**src/rtl/output_deskew_fifo.sv**
```systemverilog
`default_nettype none
// ============================================================================
// Module      : output_deskew_fifo
// Description : Realigns staggered systolic-array lanes and buffers the rows
//               in a drop-on-full FIFO. Define OUTPUT_DESKEW_RELU_EN to zero
//               negative lanes on the write path.
// Revision    : 1.0 - initial release
// ============================================================================
module output_deskew_fifo #(
    parameter int ABITS = 16,
    parameter int N     = 2,
    parameter int DEPTH = 4
) (
    input  logic                   clk,
    input  logic                   reset,
    input  logic [N*ABITS-1:0]     accum_in_vector,
    input  logic                   in_valid,
    output logic [N*ABITS-1:0]     out_vector,
    output logic                   out_valid,
    input  logic                   out_ready,
    output logic [$clog2(DEPTH):0] count,
    output logic                   overflow,
    input  logic                   clear_overflow
);

    localparam int c_ptr_w = $clog2(DEPTH);
    localparam int c_cnt_w = c_ptr_w + 1;
    localparam logic [c_cnt_w-1:0] c_depth   = c_cnt_w'(DEPTH);
    localparam logic [c_cnt_w-1:0] c_cnt_one = c_cnt_w'(1);
    localparam logic [c_ptr_w-1:0] c_ptr_one = c_ptr_w'(1);

    logic [N*ABITS-1:0] w_aligned;
    logic [N*ABITS-1:0] w_wr_data;
    logic               w_wr_en;

    // Lane j arrives j cycles after lane 0, so it needs N-1-j stages to line up.
    generate
        for (genvar j = 0; j < N; j++) begin : g_lane
            localparam int c_dly = N - 1 - j;
            if (c_dly == 0) begin : g_direct
                assign w_aligned[j*ABITS +: ABITS] = accum_in_vector[j*ABITS +: ABITS];
            end else begin : g_delay
                logic [ABITS-1:0] r_dly [c_dly];
                always_ff @(posedge clk or negedge reset) begin
                    if (!reset) begin
                        for (int k = 0; k < c_dly; k++) r_dly[k] <= '0;
                    end else begin
                        r_dly[0] <= accum_in_vector[j*ABITS +: ABITS];
                        for (int k = 1; k < c_dly; k++) r_dly[k] <= r_dly[k-1];
                    end
                end
                assign w_aligned[j*ABITS +: ABITS] = r_dly[c_dly-1];
            end
        end
    endgenerate

    generate
        if (N == 1) begin : g_vld_direct
            assign w_wr_en = in_valid;
        end else begin : g_vld_pipe
            logic [N-2:0] r_vld;
            always_ff @(posedge clk or negedge reset) begin
                if (!reset) begin
                    r_vld <= '0;
                end else begin
                    r_vld[0] <= in_valid;
                    for (int k = 1; k < N - 1; k++) r_vld[k] <= r_vld[k-1];
                end
            end
            assign w_wr_en = r_vld[N-2];
        end
    endgenerate

    generate
        for (genvar j = 0; j < N; j++) begin : g_wr_data
`ifdef OUTPUT_DESKEW_RELU_EN
            assign w_wr_data[j*ABITS +: ABITS] = w_aligned[j*ABITS + ABITS - 1]
                                               ? '0 : w_aligned[j*ABITS +: ABITS];
`else
            assign w_wr_data[j*ABITS +: ABITS] = w_aligned[j*ABITS +: ABITS];
`endif
        end
    endgenerate

    logic [N*ABITS-1:0] r_mem [DEPTH];
    logic [c_ptr_w-1:0] r_wr_ptr;
    logic [c_ptr_w-1:0] r_rd_ptr;
    logic [c_cnt_w-1:0] r_count;
    logic               r_overflow;
    logic               w_full;
    logic               w_pop;
    logic               w_push;
    logic               w_drop;

    // A pop in the same cycle frees a slot, so a full FIFO still accepts the row.
    assign w_full = (r_count == c_depth);
    assign w_pop  = out_valid & out_ready;
    assign w_push = w_wr_en & (~w_full | w_pop);
    assign w_drop = w_wr_en & w_full & ~w_pop;

    always_ff @(posedge clk) begin
        if (w_push) r_mem[r_wr_ptr] <= w_wr_data;
    end

    always_ff @(posedge clk or negedge reset) begin
        if (!reset) begin
            r_wr_ptr   <= '0;
            r_rd_ptr   <= '0;
            r_count    <= '0;
            r_overflow <= 1'b0;
        end else begin
            if (w_push) r_wr_ptr <= r_wr_ptr + c_ptr_one;
            if (w_pop)  r_rd_ptr <= r_rd_ptr + c_ptr_one;
            case ({w_push, w_pop})
                2'b10:   r_count <= r_count + c_cnt_one;
                2'b01:   r_count <= r_count - c_cnt_one;
                default: r_count <= r_count;
            endcase
            if (w_drop) begin
                r_overflow <= 1'b1;
            end else if (clear_overflow) begin
                r_overflow <= 1'b0;
            end
        end
    end

    assign out_valid  = (r_count != '0);
    assign out_vector = r_mem[r_rd_ptr];
    assign count      = r_count;
    assign overflow   = r_overflow;

endmodule
`default_nettype wire

```
**config.mk**
```make
export PLATFORM = sky130hd
export DESIGN_NAME = output_deskew_fifo
export DESIGN_NICKNAME = d
export VERILOG_FILES = /design/src/rtl/output_deskew_fifo.sv
export SDC_FILE = /design/constraint.sdc
export NUM_CORES = 1
export LEC_CHECK = 0
export ABC_AREA = 1
export CELL_PAD_IN_SITES_DETAIL_PLACEMENT = 1
export CELL_PAD_IN_SITES_GLOBAL_PLACEMENT = 1
export CORE_MARGIN = 2
export CORE_UTILIZATION = 29
export CTS_BUF_LIST = sky130_fd_sc_hd__clkbuf_2 sky130_fd_sc_hd__clkbuf_4 sky130_fd_sc_hd__clkbuf_8
export CTS_CLUSTER_SIZE = 14
export DETAILED_ROUTE_END_ITERATION = 10
export GPL_TIMING_DRIVEN = 0
export PLACE_DENSITY_LB_ADDON = 0.1
export SLEW_MARGIN = 10
export SYNTH_ARGS = -nofsm -noshare
export SYNTH_HDL_FRONTEND = slang
export SYNTH_SLANG_ARGS = --single-unit
```
**constraint.sdc**
```tcl
create_clock -name clk -period 6.1 [get_ports clk]
set_clock_uncertainty 0.2 [all_clocks]
set_input_delay 0.915 -clock clk [delete_from_list [all_inputs] [get_ports clk]]
set_output_delay 0.915 -clock clk [all_outputs]
set_load 0.01 [all_outputs]
```
==> impl_metrics.env <==
export IMPL_crit_type="flip-flop to primary output"
export IMPL_r2r_end="count[2]"
export IMPL_comb_power_share_pct=38.8
export IMPL_ys_ff_latch=153
export IMPL_numPortBuffers=73
export IMPL_fin_cells=835
export IMPL_setup_viol=0
export IMPL_cp_start_kind="flip-flop"
export IMPL_yosysWarnings=0
export IMPL_ir_worst_vdd_v=0.000205
export IMPL_yosysTopAreaCellShare_pct=64.0
export IMPL_dp_hpwl_mm=9.13
export IMPL_viasPerCell=4.33
export IMPL_ff2ff_path_depth=10
export IMPL_path_depth=5
export IMPL_track_usage_pct=13.9
export IMPL_first_pass_iters=4
export IMPL_fmax_ghz=0.299
export IMPL_worstMarginPinSlew_ns=0.672
export IMPL_slew_viol_final=0
export IMPL_rows=52
export IMPL_critical_path_peak_fanout=10
export IMPL_period_minus_slack_ns=3.34
export IMPL_cp_required_ns=4.98
export IMPL_path_cells="buf_4, clkbuf_1, o21ai_0, nand2_1, clkdlybuf4s50_1"
export IMPL_power_density_nw_per_um2=479
export IMPL_postCtsHoldBufs=0
export IMPL_p_int_w=0.00243
export IMPL_rsz0062_at_grt="no"
export IMPL_ant_nets=0
export IMPL_hold_viol_final=0
export IMPL_clkLatencyLatePin_ns=0.44
export IMPL_drt_iter0_markers=167
export IMPL_relSlewSlack_pct=55.2
export IMPL_wl_mm=14.2
export IMPL_grt_max_degree=26
export IMPL_dr_total_vias=3616
export IMPL_crit_arrival_ns=2.23
export IMPL_die_x_um=148
export IMPL_routedWlPerCell_um=17.0
export IMPL_syn_nets=499
export IMPL_netlist_top_cells_area="edfxtp_1, dfrtp_1, nand2_1, nor2_1, o211ai_2"
export IMPL_n_fill_cell=2215
export IMPL_maxCapViolCount=0
export IMPL_tns_ns=0
export IMPL_die_area_um2=21900
export IMPL_place_gp_congestion=0.692
export IMPL_mostFrequentLayoutCell="edfxtp_1"
export IMPL_status="finished, final reports clean"
export IMPL_cts_buffers=17
export IMPL_r2r_start="count[0]"
export IMPL_crit_path_end_kind="primary output"
export IMPL_drive_gt1_share_pct=13.6
export IMPL_route_detailed_drc=0
export IMPL_clockBufferDepth=2
export IMPL_cts_repair_resized=0
export IMPL_post_place_cells=803
export IMPL_pwr_share_seq_pct=37.7
export IMPL_syn2layout_area_growth_pct=27.4
export IMPL_clkTransAtPathRegs_ns=0.08
export IMPL_synth_cells=456
export IMPL_regArea_um2=4470
export IMPL_cp_slowest_stage_delay_ns=0.54
export IMPL_antenna_found_initial=0
export IMPL_cts_sinks=153
export IMPL_multi_input_area_um2=1250
export IMPL_yosysSeqAreaShare_pct=74.4
export IMPL_critPathSlowestCell="clkdlybuf4s50_1"
export IMPL_critPathBufInv=3
export IMPL_swShare_pct=33.6
export IMPL_avgSynthCellArea_um2=13.2
export IMPL_n_antenna_cell=0
export IMPL_cts_tree="done"
export IMPL_crit_family="buffers and inverters"
export IMPL_cts_root_buf="clkbuf_8"
export IMPL_synth_cell_type_count=20
export IMPL_cts_htree_levels=4
export IMPL_hp_class="primary input to asynchronous set/reset pin"
export IMPL_grt_ovfl_total=0
export IMPL_grt_pass1_vias=4075
export IMPL_io_pins=74
export IMPL_r2r_setup_slack_ns=3.67
export IMPL_finalCritPeriodShare_pct=54.8
export IMPL_start_util_pct=29.6
export IMPL_final_nets=595
export IMPL_clkPwrFrac_pct=23.5
export IMPL_post_cts_buffers=0
export IMPL_leakage_nw=2.91
export IMPL_p_sw_w=0.00123
export IMPL_fp_dieH_um=148
export IMPL_coreArea_um2=20300
export IMPL_utilization_pct=37.7
export IMPL_synth_area_um2=6010
export IMPL_synth_area_leader_cell="edfxtp_1"
export IMPL_layout_common_cells="edfxtp_1, nand2_1, clkdlybuf4s50_1"
export IMPL_grt_pass1_wl_mm=22.6
## registers in the layout, summed over array words and instances (netlist names)
signal and flops:
r_mem 128, g_lane.g_delay.r_dly 16, count 3, r_rd_ptr 2, r_wr_ptr 2, g_vld_pipe.r_vld 1
overflow 1
## cell families (layout without fill, tap and decap cells)
logic type | count (synthesis) | in the layout | synth area share (%)
adder cells (fa/ha/maj) | 6 | 6 | 1.37
AND/OR/NAND/NOR | 161 | 161 | 10.2
flip-flops | 153 | 153 | 74.4
buffers and inverters | 69 | 178 | 5.39
AO/OA/AOI/OAI | 66 | 66 | 8.49
XOR/XNOR | 1 | 1 | 0.146
## power by group through the flow
| stage | Sequential [W] | Clock (W) | Combinational, W |
|---|---|---|---|
| 2_1_floorplan | 0.00140 | 0 | 0.000741 |
| 3_3_place_gp | 0.00142 | 0 | 0.00140 |
| 3_5_place_dp | 0.00141 | 0 | 0.00148 |
| 4_1_cts | 0.00138 | 0.000891 | 0.00148 |
| 5_1_grt | 0.00140 | 0.000933 | 0.00159 |
| 6_report | 0.00138 | 0.000863 | 0.00142 |
## how the worst max path moves through the flow
stage	from	endpoint	slack (ns)
after CTS	r_rd_ptr[0]	out_vector[3]	2.65
after global routing	r_rd_ptr[0]	out_vector[3]	2.56
after detailed placement	out_ready	r_mem[3][21]	2.64
final	r_rd_ptr[0]	out_vector[3]	2.76
after global placement	out_ready	r_mem[3][21]	0.66
after floorplan	out_ready	r_mem[0][0]	2.93
## per-layer routing
layer | global-route usage (%) | up-vias | wire, um
met1 | 17.6 | 1791 | 6380
met5 | 0 | - | 0
met3 | 3.30 | 16 | 511
met2 | 23.5 | 63 | 7080
li1 | - | 1746 | -
met4 | 4.95 | 0 | 254
## cell usage after synthesis, drive strengths merged
cell / instances
clkbuf: 3
edfxtp: 128
xnor2: 1
inv: 48
fa: 1
dfrtp: 25
ha: 5
nand3: 6
o21ai: 34
buf: 18
nor2: 70
o211ai: 32
nand2: 84
nand4: 1
## stage by stage
step	instance area (um2)	total power [W]	worst slack, ns	hold WS, ns
after floorplan	6010	0.00214	2.93	0.255
after global placement	7080	0.00282	0.658	0.272
after detailed placement	7200	0.00288	2.64	0.285
after CTS	7650	0.00376	2.65	0.300
after global routing	7650	0.00392	2.56	0.324
final	7650	0.00367	2.76	0.298
## area by class of cell
cell class,count,area share (%)
sequential,153,58.4
clock buffer,25,4.17
inverter,48,2.39
tap,270,4.41
buffer,21,1.85
multi-input combinational,234,16.3
clock inverter,7,1.80
timing repair buffer,77,10.7
Note: power is estimated with default switching activity, not from simulation.
